--- src/rtl/wb_stage_pkg.sv ---
// Shared CPU definitions used by the writeback stage: widths, register
// count and the write-back source select encodings.
package wb_stage_pkg;

  localparam int DATA_W   = 16;
  localparam int NUM_REGS = 16;
  localparam int REG_AW   = 4;

  typedef enum logic [1:0] {
    WB_ALU  = 2'b00,
    WB_LOAD = 2'b01,
    WB_LINK = 2'b10,
    WB_IMM  = 2'b11
  } wb_sel_e;

  function automatic logic [DATA_W-1:0] ext_byte(input logic [7:0] b, input logic sgn);
    return sgn ? {{(DATA_W-8){b[7]}}, b} : {{(DATA_W-8){1'b0}}, b};
  endfunction

endpackage

--- src/rtl/wb_stage_scoreboard.sv ---
// Per-register pending-write counters (2-bit saturating, r1..r15) and the
// decode stall that results from them.
module wb_scoreboard
  import wb_stage_pkg::*;
(
  input  logic              clk,
  input  logic              rst_n,
  input  logic              iss_valid,
  input  logic [REG_AW-1:0] iss_rd,
  input  logic              dec_valid,
  input  logic [REG_AW-1:0] dec_rd,
  input  logic              chk_en1,
  input  logic [REG_AW-1:0] chk_rs1,
  input  logic              chk_en2,
  input  logic [REG_AW-1:0] chk_rs2,
  output logic              stall
);

  logic [1:0] cnt     [1:NUM_REGS-1];
  logic [1:0] cnt_all [NUM_REGS];
  logic       iss_sat;
  logic       inc_ok;

  // r0 is never tracked, so it reads as zero pending.
  always_comb begin
    cnt_all[0] = 2'd0;
    for (int i = 1; i < NUM_REGS; i++) cnt_all[i] = cnt[i];
  end

  assign iss_sat = (cnt_all[iss_rd] == 2'd3);
  assign inc_ok  = iss_valid && (iss_rd != '0) && !iss_sat;

  assign stall = (chk_en1 && (cnt_all[chk_rs1] != 2'd0)) ||
                 (chk_en2 && (cnt_all[chk_rs2] != 2'd0)) ||
                 (iss_valid && iss_sat);

  always_ff @(posedge clk or negedge rst_n) begin
    if (!rst_n) begin
      for (int i = 1; i < NUM_REGS; i++) cnt[i] <= 2'd0;
    end else begin
      for (int i = 1; i < NUM_REGS; i++) begin
        if (inc_ok && (iss_rd == REG_AW'(i)) && !(dec_valid && (dec_rd == REG_AW'(i)))) begin
          cnt[i] <= cnt[i] + 2'd1;
        end else if (dec_valid && (dec_rd == REG_AW'(i)) &&
                     !(inc_ok && (iss_rd == REG_AW'(i))) && (cnt[i] != 2'd0)) begin
          cnt[i] <= cnt[i] - 2'd1;
        end
      end
    end
  end

endmodule

--- src/rtl/wb_stage.sv ---
// Writeback stage: one result register formatted at capture, committed to
// the register file (and bypass) when not held, plus pending-write tracking.
module wb_stage
  import wb_stage_pkg::*;
(
  input  logic              clk,
  input  logic              rst_n,
  input  logic              in_valid,
  output logic              in_ready,
  input  logic [REG_AW-1:0] in_rd,
  input  logic              in_wb_en,
  input  logic [1:0]        in_wb_sel,
  input  logic [DATA_W-1:0] in_alu,
  input  logic [DATA_W-1:0] in_mem,
  input  logic [DATA_W-1:0] in_pc,
  input  logic [DATA_W-1:0] in_imm,
  input  logic              in_ld_byte,
  input  logic              in_ld_signed,
  input  logic              in_byte_hi,
  input  logic              hold,
  output logic              reg_write,
  output logic [REG_AW-1:0] rd,
  output logic [DATA_W-1:0] rd_data,
  output logic              fwd_valid,
  output logic [REG_AW-1:0] fwd_rd,
  output logic [DATA_W-1:0] fwd_data,
  input  logic              iss_valid,
  input  logic [REG_AW-1:0] iss_rd,
  input  logic              chk_en1,
  input  logic              chk_en2,
  input  logic [REG_AW-1:0] chk_rs1,
  input  logic [REG_AW-1:0] chk_rs2,
  output logic              stall
);

  logic              full;
  logic              wb_en_q;
  logic [REG_AW-1:0] rd_q;
  logic [DATA_W-1:0] data_q;
  logic [DATA_W-1:0] wb_data;
  logic [7:0]        ld_byte;
  logic              capture;
  logic              commit;

  // A new capture may overwrite the entry that commits on the same edge.
  assign in_ready  = !full || !hold;
  assign capture   = in_valid && in_ready;
  assign commit    = full && !hold;
  assign reg_write = commit && wb_en_q && (rd_q != '0);

  assign rd        = rd_q;
  assign rd_data   = data_q;
  assign fwd_valid = reg_write;
  assign fwd_rd    = rd_q;
  assign fwd_data  = data_q;

  assign ld_byte = in_byte_hi ? in_mem[15:8] : in_mem[7:0];

  always_comb begin
    wb_data = in_alu;
    case (wb_sel_e'(in_wb_sel))
      WB_ALU:  wb_data = in_alu;
      WB_LOAD: wb_data = in_ld_byte ? ext_byte(ld_byte, in_ld_signed) : in_mem;
      WB_LINK: wb_data = in_pc + DATA_W'(2);
      WB_IMM:  wb_data = in_imm;
      default: wb_data = in_alu;
    endcase
  end

  always_ff @(posedge clk or negedge rst_n) begin
    if (!rst_n) begin
      full    <= 1'b0;
      wb_en_q <= 1'b0;
      rd_q    <= '0;
      data_q  <= '0;
    end else begin
      if (capture) begin
        full    <= 1'b1;
        wb_en_q <= in_wb_en;
        rd_q    <= in_rd;
        data_q  <= wb_data;
      end else if (commit) begin
        full    <= 1'b0;
      end
    end
  end

  wb_scoreboard u_scoreboard (
    .clk       (clk),
    .rst_n     (rst_n),
    .iss_valid (iss_valid),
    .iss_rd    (iss_rd),
    .dec_valid (reg_write),
    .dec_rd    (rd_q),
    .chk_en1   (chk_en1),
    .chk_rs1   (chk_rs1),
    .chk_en2   (chk_en2),
    .chk_rs2   (chk_rs2),
    .stall     (stall)
  );

endmodule
--- config.mk ---
export PLATFORM = sky130hd
export DESIGN_NAME = wb_stage
export DESIGN_NICKNAME = d
export VERILOG_FILES = /design/src/rtl/wb_stage_pkg.sv /design/src/rtl/wb_stage_scoreboard.sv /design/src/rtl/wb_stage.sv
export SDC_FILE = /design/constraint.sdc
export NUM_CORES = 1
export LEC_CHECK = 0
export CORE_MARGIN = 2
export CORE_UTILIZATION = 40
export CTS_CLUSTER_DIAMETER = 80
export DETAILED_ROUTE_END_ITERATION = 6
export PLACE_DENSITY = 0.78
export SKIP_CTS_REPAIR_TIMING = 1
export SLEW_MARGIN = 20
export SYNTH_ARGS = -nofsm -noshare
export SYNTH_HDL_FRONTEND = slang
export SYNTH_SLANG_ARGS = --single-unit
--- constraint.sdc ---
create_clock -name clk -period 3.6 [get_ports clk]
set_clock_uncertainty 0.15 [all_clocks]
set_input_delay 0.72 -clock clk [delete_from_list [all_inputs] [get_ports clk]]
set_output_delay 0.72 -clock clk [all_outputs]
set_load 0.01 [all_outputs]
; ---- Word level (Yosys, flattened, before mapping)
; Index checks and enable logic that the tools add are counted.
[word_totals]
reg_bits = 52
in_bits = 93
output_inout_bits = 44
elab_cells = 291
[op_classes]
n_addsub = 31
n_lt_le_gt_ge = 3
n_eq_ne = 34
mux = 45
bitwise = 3
n_reduce_logical = 156
[ops]
columns = op, count
row1 = 1-bit logical AND, 84
row2 = 2-bit two-way mux, 36
row3 = 2-bit nonzero test, 33
row4 = "4-bit equality test, second input constant", 16
row5 = 16-bit case mux with 4 select lines, 1
row6 = 1-bit logical NOT, 33
row7 = "4-bit by 3-bit equality test with 1-bit output, second input constant", 8
row8 = 16-bit two-way mux, 2
row9 = "2-bit by 1-bit adder with 2-bit output, second input constant", 15
row10 = "2-bit by 1-bit subtractor with 2-bit output, second input constant", 15
row11 = 2-bit binary-select mux with 4-bit select, 3
row12 = "16-bit by 2-bit adder with 16-bit output, second input constant", 1
row13 = "4-bit by 2-bit equality test with 1-bit output, second input constant", 4
row14 = "5-bit greater-or-equal comparator, second input constant", 3
row15 = 4-bit inverter with 5-bit output, 3
row16 = "4-bit by 1-bit equality test with 1-bit output, second input constant", 2
row17 = 8-bit two-way mux, 1
row18 = 4-bit nonzero test, 2
row19 = "2-bit equality test, second input constant", 3
row20 = 1-bit logical OR, 3
row21 = "2-bit by 1-bit equality test with 1-bit output, second input constant", 1
row22 = 2-bit logical NOT, 1
row23 = 1-bit two-way mux, 2

; ---- Depth between registers and ports, before layout
[depth]
depth_word = 13
depth_mapped = 9
depth_no_buf = 7

; ---- By module
; From an unflattened synthesis, not the netlist that was laid out.
[hier_totals]
hier_cells = 484
area_unflattened_um2 = 4342.9
[modules_own_cells]
columns = mod, n_inst, cells_per_inst, area_per_inst_um2, seq_area_each_um2
row1 = wb_scoreboard, 1, 257, 2534.9, 750.7
row2 = wb_stage, 1, 227, 1808.0, 550.5

; ---- Least setup slack after synthesis
; No wires, ideal clock.
[synth_timing]
kind = in2out
from = input port iss_rd[2]
to = output port stall
t_arrival_ns = 2.346
t_required_ns = 2.730
slack_ns = 0.384
cell_stages = 7
n_path_buf = 2
cell_sequence = buf_4 > nand2b_4 > o32ai_1 > nor4_4 > buf_6 > or2_2 > o311ai_1
[synth_between]
elab_chain_cells = 7
[synth_lines]
columns = element, line_no
row1 = "start, declared", wb_stage.sv:28  ; input logic [REG_AW-1:0] iss_rd,
row2 = 4-bit inverter with 5-bit output (not written as such), wb_stage_scoreboard.sv:30  ; assign iss_sat = (cnt_all[iss_rd] == 2'd3);
row3 = 2-bit binary-select mux with 4-bit select, wb_stage_scoreboard.sv:30
row4 = 2-bit two-way mux (not written as such) (2 in series), wb_stage_scoreboard.sv:30
row5 = 2-bit equality test, wb_stage_scoreboard.sv:30
row6 = 1-bit logical AND, wb_stage_scoreboard.sv:35  ; (iss_valid && iss_sat);
row7 = 1-bit logical OR, wb_stage_scoreboard.sv:34  ; (chk_en2 && (cnt_all[chk_rs2] != 2'd0)) ||
row8 = "end, declared", wb_stage.sv:33  ; output logic stall
; Every way passes these cells. The select of a mux whose other input is x is not followed.

; ---- Final worst setup path
[layout_timing]
from = input port chk_rs2[1]
to = output port stall
[layout_between]
elab_chain_cells = 8
[layout_lines]
columns = element, line_no
row1 = "start, declared", wb_stage.sv:32  ; input logic [REG_AW-1:0] chk_rs2,
row2 = 4-bit inverter with 5-bit output (not written as such), wb_stage_scoreboard.sv:34
row3 = 2-bit binary-select mux with 4-bit select, wb_stage_scoreboard.sv:34
row4 = 2-bit two-way mux (not written as such) (2 in series), wb_stage_scoreboard.sv:34
row5 = 2-bit nonzero test, wb_stage_scoreboard.sv:34
row6 = 1-bit logical AND, wb_stage_scoreboard.sv:34
row7 = 1-bit logical OR, wb_stage_scoreboard.sv:33  ; assign stall = (chk_en1 && (cnt_all[chk_rs1] != 2'd0)) ||
row8 = 1-bit logical OR, wb_stage_scoreboard.sv:34
; Every way passes these cells. The select of a mux whose other input is x is not followed.

==> results_dict.tcl <==
set metrics [dict create \
    yosys_warnings 0 \
    die_area_mm2 0.0119 \
    place_ws_ps -436 \
    grt_overflow_total 0 \
    reg2reg_from "u_scoreboard.cnt[28]" \
    ys_seq_area_share_pct 29.5 \
    layout_commonest_cell "clkdlybuf4s50_1" \
    syn-cell-area_mm2 0.00441 \
    synth.avg_cell_area_um2 8.55 \
    track_usage_pct 23.6 \
    finalSetupViolCount 0 \
    remaining_drc_errors 0 \
    initial_utilization_pct 40.9 \
    relSlewSlack_pct 47.2 \
    totalWireLength_um 14000 \
    cts_tree "done" \
    met3_length_um 1070 \
    place_area_mm2 0.00591 \
    wire_per_inst_um 17.8 \
    clock-sinks 52 \
    worstMarginPinSlew_ps 792 \
    antenna_found_initial 0 \
    mostFrequentLayoutCells "clkdlybuf4s50_1, nand2_1, nor2_1" \
    crit_type "in2out" \
    cap_violations 0 \
    synthFlopType "dfrtp_1" \
    die_x_um 109 \
    crit-reg2reg-capture "u_scoreboard.cnt[2]" \
    rsz0062_at_grt "no" \
    ys_ff_latch 52 \
    finalInstanceArea_mm2 0.00600 \
    cts.reportedPaths.clkPinSlew_ps 90 \
    finalMaxSlewViolations 0 \
    synth_edf_count 0 \
    cp-end-kind "output pin" \
    gp_congestion 0.900 \
    io_buffers 136 \
    cts_buffer_depth 2 \
    antenna_cells 0 \
    wl_met1_um 5420 \
    top_layer "met4" \
    reg2reg_depth 7 \
    ios 137 \
    grt_pass1_vias 4416 \
    hold_viol 0 \
    drt_first_pass_iters 4 \
    cellPowerDensity_mw_per_mm2 383 \
    syn_inst 516 \
    die_y_um 109 \
    setup_ws_ps 253 \
    synth_cell_types 65 \
    ir_worst_vdd_mv 0.163 \
    setup.worst_path.start_class "input port" \
    finalPower_mw 2.30 \
    vias 4510 \
    grt_pass1_wl_um 21800 \
    layout.cells.non_filler 786 \
    std_cell_rows 38 \
    syn2layout_area_growth_pct 36.1 \
    clkLatencyLatePin_ps 310 \
    cts_root_buffer "clkbuf_8" \
    p_leak_nw 2.50 \
    required_ps 2730 \
    post_drt_via_cell_ratio 5.74 \
    placed_cells 779 \
    h-tree-depth 2 \
    utilization_pct 55.6 \
    post-route-min-period_ps 3350 \
    fin_crit_sh_pct 93.0 \
    initialDrtViolationCount 208 \
    worstHoldPathType "in2async" \
    async_flop_share_pct 100 \
    fmax_mhz 299 \
    ant_nets 0 \
    reg2reg_slack_ps 1190 \
    place_hpwl_um 11300 \
    drive_gt1_share_pct 12.2 \
    fp.coreArea_mm2 0.0108 \
    grt_max_degree 38 \
    arrival_ps 2480 \
    syn_nets 610 \
    wl_met2_um 7160 \
    status "finished, final reports clean" \
    nets 740 \
    cts_buffers 5 \
    critPathMaxFanout 2 \
]
-- worst max-delay path, stage by stage --
cell	delay [ps]
clkdlybuf4s50_1	510
mux4_2	510
a211oi_1	290
o21ai_0	150
o311ai_1	100
dlymetal6s2s_1	200
-- power breakdown --
part	total [mW]	internal (mW)	leakage (nW)	switching (mW)
clock	0.326	0.133	0.0410	0.193
combinational	1.02	0.562	1.84	0.455
sequential	0.953	0.725	0.621	0.228
-- cell usage after synthesis, types with 3 or more instances --
cell type  instances  area, µm²
nand2_1           61        229
nor2_1            59        221
dfrtp_1           52       1300
o21ai_0           36        180
a21oi_1           27        135
buf_4             23        173
clkbuf_1          20       75.1
xnor2_1           19        166
nand3_1           17       85.1
o21bai_1          15        113
mux2i_1           12        120
and3_1            11       68.8
mux2_2            10        113
nor3_1            10       50.1
a2bb2oi_1          9       78.8
inv_1              8       30.0
a211oi_1           7       52.6
a311oi_1           7       61.3
mux4_2             7        158
a21boi_1           6       45.0
nand2b_1           6       37.5
nand3b_1           6       45.0
o211ai_1           6       45.0
o22a_1             6       52.6
and2_1             5       31.3
o211ai_2           5       62.6
a22o_1             4       35.0
o311a_1            4       40.0
or2_2              4       25.0
or3b_1             4       35.0
mux4_1             3       78.8
nand4_1            3       18.8
o21ai_1            3       15.0
xor2_1             3       26.3
-- sequential cells by signal, summed over array words and instances (netlist names) --
register / cells
u_scoreboard.cnt: 30
fwd_data: 16
fwd_rd: 4
full: 1
wb_en_q: 1
-- final cells by class --
cell class | count | area (µm²)
clock buffer | 6 | 72.6
multi-input combinational | 408 | 2790
fill | 954 | 4790
clock inverter | 1 | 5.00
tap | 140 | 175
timing repair buffer | 171 | 1630
inverter | 8 | 30.0
sequential | 52 | 1300
-- worst max-delay path by stage --
stage / slack [ps] / cells after the start / from / endpoint
6_report: 250 / 6 / chk_rs2[1] / stall
5_1_grt: 160 / 9 / chk_rs1[1] / stall
4_1_cts: -450 / 7 / iss_rd[2] / stall
3_5_place_dp: -440 / 7 / iss_rd[2] / stall
2_1_floorplan: 380 / 7 / iss_rd[2] / stall
3_3_place_gp: -440 / 7 / iss_rd[2] / stall
-- kinds of logic (layout without fill, tap and decap cells) --
logic type | count (synthesis) | after routing | synth area share [%]
AO/OA/AOI/OAI | 155 | 155 | 25.8
adder cells (fa/ha/maj) | 1 | 1 | 0.284
XOR/XNOR | 22 | 22 | 4.37
AND/OR/NAND/NOR | 197 | 197 | 21.6
flip-flops | 52 | 52 | 29.5
multiplexers | 33 | 33 | 11.1
buffers and inverters | 56 | 186 | 7.35
-- per-layer routing --
layer,track usage [%],up-vias
li1,-,2130
met2,43.3,205
met5,0,-
met3,4.30,25
met1,27.4,2150
met4,8.24,0
-- through the flow --
stage               setup TNS (ps)  hold WS [ps]
floorplan                        0           274
global placement              -438           340
detailed placement            -436           344
CTS                           -454           364
global route                     0           384
finish                           0           332
No activity file was read; power rests on OpenSTA's default activity.
